File: src/rtl/card_dealer.sv
// card_dealer
//
// Deals one card at a time from a single 52-card deck without repeating a
// card until the deck is renewed. On an accepted deal request the low six
// bits of the free-running game counter are used as a seed. The seed is
// folded into 0..51, and the deck is probed forward from that index (with
// wrap-around) until an undealt card is found.
//
// Ports:
//   clk          system clock
//   reset        synchronous, active-high; clears all state and outputs
//   seed         counter value, sampled when deal_req is accepted
//   deal_req     request one card; only accepted while idle
//   new_deck     clear the dealt mask and abort any deal in progress
//   busy         high while probing or delivering
//   card_valid   one-cycle pulse; card outputs are valid
//   card_index   0..51, held until the next delivery
//   suit         card_index / 13
//   rank         (card_index mod 13) + 1
//   points       blackjack points for rank
//   is_ace       rank == 1
//   deck_empty   one-cycle pulse: request arrived with all 52 cards dealt
//   dealt_count  number of cards dealt, 0..52
//   dbg_state    current FSM state (0 idle, 1 probe, 2 deliver)
//
// Handshake: there is no back-pressure. A request is taken only on a cycle
// where the dealer is idle; requests while busy are dropped, not queued.
// card_valid is a single-cycle pulse and the card outputs stay stable
// afterwards until the next delivery, so the consumer may sample them at the
// pulse or any time later.

module card_dealer #(
    parameter int SEED_W    = 16,
    parameter int DECK_SIZE = 52
) (
    input  logic              clk,
    input  logic              reset,
    input  logic [SEED_W-1:0] seed,
    input  logic              deal_req,
    input  logic              new_deck,
    output logic              busy,
    output logic              card_valid,
    output logic [5:0]        card_index,
    output logic [1:0]        suit,
    output logic [3:0]        rank,
    output logic [3:0]        points,
    output logic              is_ace,
    output logic              deck_empty,
    output logic [5:0]        dealt_count,
    output logic [1:0]        dbg_state
);

    localparam logic [5:0] LAST_IDX  = 6'(DECK_SIZE - 1);
    localparam logic [5:0] FULL_DECK = 6'(DECK_SIZE);

    typedef enum logic [1:0] {
        IDLE    = 2'd0,
        PROBE   = 2'd1,
        DELIVER = 2'd2
    } state_t;

    state_t                 state;
    logic [DECK_SIZE-1:0]   mask;
    logic [5:0]             probe_idx;

    // Only the low six bits of the counter carry randomness we use.
    logic                   unused_seed_bits;
    assign unused_seed_bits = ^seed[SEED_W-1:6];

    logic [5:0] seed_low;
    logic [5:0] start_idx;
    logic [5:0] next_idx;
    logic [1:0] suit_c;
    logic [5:0] offset_c;
    logic [3:0] rank_c;
    logic [3:0] points_c;

    always_comb begin
        seed_low  = seed[5:0];
        // seed_low < 64, so a single subtraction lands it in 0..51.
        start_idx = (seed_low >= FULL_DECK) ? seed_low - FULL_DECK : seed_low;
        next_idx  = (probe_idx == LAST_IDX) ? 6'd0 : probe_idx + 6'd1;

        // Suit/rank by range comparison instead of a divider.
        suit_c   = 2'd0;
        offset_c = probe_idx;
        if (probe_idx >= 6'd39) begin
            suit_c   = 2'd3;
            offset_c = probe_idx - 6'd39;
        end else if (probe_idx >= 6'd26) begin
            suit_c   = 2'd2;
            offset_c = probe_idx - 6'd26;
        end else if (probe_idx >= 6'd13) begin
            suit_c   = 2'd1;
            offset_c = probe_idx - 6'd13;
        end
        rank_c = offset_c[3:0] + 4'd1;

        if (rank_c > 4'd10) begin
            points_c = 4'd10;
        end else begin
            points_c = rank_c;
        end
    end

    always_ff @(posedge clk) begin
        if (reset) begin
            state       <= IDLE;
            mask        <= '0;
            probe_idx   <= 6'd0;
            dealt_count <= 6'd0;
            card_valid  <= 1'b0;
            deck_empty  <= 1'b0;
            card_index  <= 6'd0;
            suit        <= 2'd0;
            rank        <= 4'd0;
            points      <= 4'd0;
            is_ace      <= 1'b0;
        end else begin
            card_valid <= 1'b0;
            deck_empty <= 1'b0;
            if (new_deck) begin
                // Card outputs intentionally keep their last values.
                state       <= IDLE;
                mask        <= '0;
                dealt_count <= 6'd0;
            end else begin
                case (state)
                    IDLE: begin
                        if (deal_req) begin
                            if (dealt_count == FULL_DECK) begin
                                deck_empty <= 1'b1;
                            end else begin
                                probe_idx <= start_idx;
                                state     <= PROBE;
                            end
                        end
                    end
                    PROBE: begin
                        // Always terminates: entry requires an undealt card.
                        if (!mask[probe_idx]) begin
                            mask[probe_idx] <= 1'b1;
                            dealt_count     <= dealt_count + 6'd1;
                            card_index      <= probe_idx;
                            suit            <= suit_c;
                            rank            <= rank_c;
                            points          <= points_c;
                            is_ace          <= (rank_c == 4'd1);
                            card_valid      <= 1'b1;
                            state           <= DELIVER;
                        end else begin
                            probe_idx <= next_idx;
                        end
                    end
                    DELIVER: begin
                        state <= IDLE;
                    end
                    default: begin
                        state <= IDLE;
                    end
                endcase
            end
        end
    end

    assign busy      = (state != IDLE);
    assign dbg_state = state;

endmodule

File: config.mk
export PLATFORM = sky130hd
export DESIGN_NAME = card_dealer
export DESIGN_NICKNAME = d
export VERILOG_FILES = /design/src/rtl/card_dealer.sv
export SDC_FILE = /design/constraint.sdc
export NUM_CORES = 1
export LEC_CHECK = 0
export ABC_AREA = 1
export CORE_ASPECT_RATIO = 1.25
export CORE_MARGIN = 2
export CORE_UTILIZATION = 55
export DETAILED_ROUTE_END_ITERATION = 10
export DONT_BUFFER_PORTS = 1
export MAX_ROUTING_LAYER = met4
export PLACE_DENSITY = 0.7
export SLEW_MARGIN = 20
export SYNTH_ARGS = -nofsm -noshare
export SYNTH_HDL_FRONTEND = slang
export SYNTH_SLANG_ARGS = --single-unit
File: constraint.sdc
create_clock -name clk -period 3.4 [get_ports clk]
set_input_delay 0.17 -clock clk [delete_from_list [all_inputs] [get_ports clk]]
set_output_delay 0.17 -clock clk [all_outputs]
set_load 0.05 [all_outputs]
==> run summary <==
Final wirelength -> 10.5 mm
Psw -> 0.702 mW
Final TNS setup -> 0 ps
Core area -> 7840 um2
CP delay by family, top -> simple AND/OR/NAND/NOR gates
# diodes -> 0
Period utilization -> 0.867
DRT iter0 DRCs -> 292
Min-delay src -> new_deck
Vias per cell -> 5.37
Crit path capture type -> flop
Combinational Power Share -> 0.168
Yosys top cell area share -> 0.381
Starting Density -> 0.569
Global-route wire length before repair -> 17.9 mm
Final #Nets -> 702
Sequential share of the synthesized area -> 0.381
Hold Violations, Final -> 0
Vias in the first global route -> 3793
Final setup viols -> 0
Clock Sinks -> 85
Die area -> 8850 um2
Pre-Repair DR Iteration Count -> 5
Post-Synthesis Cells -> 675
Worst slew pin tran -> 657 ps
Distinct cells, synth -> 30
Crit start category -> flop
Drt drc -> 0
Rows -> 36
Switch share -> 0.304
Post-route clock skew -> 16.0 ps
CP max stage delay -> 670 ps
Clk slew on worst S/H paths -> 80 ps
CP arrival -> 3200 ps
Pwr/cell area -> 489 nW/um2
Detail Route Antenna Nets -> 0
IO Port Bufs -> 0
Dpl hpwl -> 7.06 mm
Area contributors post-synth -> dfxtp_1 (38%), nand2_1 (14%), nand3_1 (11%), inv_1 (8.2%), o21ai_0 (6.8%)
CP cell instances -> inv_2 > ha_1 > inv_1 > nand2_1 > nand2_1 > nand2_1 > nand3_1 > nand2_1 > nand2_1 > nand2_1 > ha_1 > inv_1 > nor2_1 > nand3b_1 > nand3_1 > nand2_1 > nand2_1 > a21oi_1
RSZ-0062 raised after global routing -> no
GRT Residual Overflow -> 0
Max_cap viols -> 0
Worst Path Required -> 3650 ps
Cell internal pwr -> 1.61 mW
Max IR drop VDD -> 0.345 mV
Share of cells above drive strength 1 -> 0.0448
Final Slew Violations -> 0
Status -> completed
Syn avg cell area -> 6.61 um2
Post-Layout Cell Count -> 765
Worst Hold Class -> input pin to flop
Gr usage total -> 0.255
CTS tree -> built
Die width -> 84.6 um
Clock power share -> 0.367
Routability cong. -> 0.854
Worst R2R Start -> probe_idx[1]
Critical Path Fanout Max -> 22
Mapped Area -> 4460 um2
Slew HR -> 0.560
P&R area growth vs syn -> 5.83%
Largest area contributor in the netlist -> dfxtp_1
Fmax -> 339 MHz
Ports -> 48
CP most frequent cell -> nand2_1
Root Driver -> clkbuf_8
CP max-delay cell -> dfxtp_1
Largest net degree at the start of global routing -> 54
Final worst path period need -> 2950 ps
Kind of critical path -> flop to flop
Yosys synthesis warning count -> 0
Wirelength per Cell -> 13.8 um
H-Tree Depth -> 3
Post-synthesis register bit count -> 85
Pleak -> 2.13 nW
Clock Path Buffers -> 2
Crit. Startpoint -> probe_idx[1]
WP buf/inv -> 3
Syn nets -> 711
Total CTS buffers -> 9
Die height -> 105 um
Register share of total power -> 0.465
Via count -> 4111
Fillers -> 757
Dpl cells -> 748
Initial antenna violation count -> 0
Clock latency on the worst-skew pair -> 370 ps
[kinds of logic after synthesis]
family,Yosys count,share of synthesized area
simple gates,346,0.333
buf+inv,130,0.123
compound gates,92,0.106
flops,85,0.381
fa+ha+maj,16,0.0449
xor+xnor,6,0.0118
[through the flow]
step	util	setup slack [ps]	total power, mW	hold slack [ps]	instance area [um2]
global route	0.602	111	2.41	82.5	4720
global placement	0.571	568	1.47	242	4470
CTS	0.602	471	2.32	54.9	4720
detailed placement	0.571	493	1.48	243	4470
finish	0.602	453	2.31	64.4	4720
floorplan	-	1020	1.40	323	4460
[cell usage in the layout (no fill, tap or decap), types with 2 or more instances in the layout]
cell,synthesis,layout
clkinv_1,2,2
nand3_1,95,95
o21ai_1,3,3
clkinv_2,0,2
o22ai_1,2,2
o31ai_1,2,2
ha_1,16,16
nand4_1,3,3
bufinv_16,0,3
inv_2,3,3
nor2_1,67,67
o21ai_0,61,61
a21oi_1,22,22
nand2_1,169,169
dlygate4sd3_1,0,2
xor2_1,6,6
clkbuf_8,0,9
nor2_4,3,3
dfxtp_1,85,85
inv_1,97,97
nor4_1,2,2
buf_4,6,5
[registers in the layout, summed over array words and instances (netlist names)]
name,flops
dbg_state,2
card_valid,1
suit,2
is_ace,1
dealt_count,6
card_index,6
points,4
probe_idx,6
mask,52
deck_empty,1
rank,4
[area by class of cell]
class | count | area, um2 | share of cell area
well taps | 95 | 119 | 0.0252
clock buffers | 10 | 128 | 0.0270
flip-flops and latches | 85 | 1700 | 0.360
clock inverters | 5 | 100 | 0.0212
repair buffers | 8 | 77.6 | 0.0164
inverters | 102 | 383 | 0.0811
multi-input cells | 460 | 2210 | 0.469
[power groups by stage]
stage	Sequential, mW	Combinational (mW)	Clock (mW)
2_1_floorplan	1.09	0.309	0
3_3_place_gp	1.10	0.373	0
4_1_cts	1.07	0.385	0.858
5_1_grt	1.08	0.445	0.889
6_report	1.07	0.388	0.847
3_5_place_dp	1.10	0.380	0
[worst min-delay path: cells and delay by family]
family           cells  cell delay, ps
AO/OA/AOI/OAI        1              60
AND/OR/NAND/NOR      2             160
[metal layers]
metal | up-vias | share of wire | GRT usage
li1 | 2110 | - | -
met1 | 1898 | 0.44 | 0.309
met2 | 85 | 0.49 | 0.413
met3 | 18 | 0.045 | 0.0513
met4 | 0 | 0.021 | 0.102
met5 | - | 0 | -
[worst paths after layout]
path                to  slack, ps  depth (start not counted)
max          points[1]        450                         18
min            rank[2]         60                          3
max reg2reg  points[1]        450                         18
min reg2reg   mask[48]        450                          2
[cells in the mapped netlist, drive strengths merged]
library cell / instances
nand2: 170
inv: 100
nand3: 96
dfxtp: 85
nor2: 71
o21ai: 64
a21oi: 22
buf: 20
ha: 16
clkbuf: 8
xor2: 6
nand4: 3
clkinv: 2
nor3: 2
nor4: 2
o22ai: 2
o31ai: 2
a21o: 1
a311oi: 1
and3: 1
nand3b: 1
[what timing repair did]
action	CTS	global route
endpoints found under the hold margin	9	0
buffers inserted	0	0
hold buffers	2	0
resized for setup	0	0
Note: power is estimated with default switching activity, not from simulation.
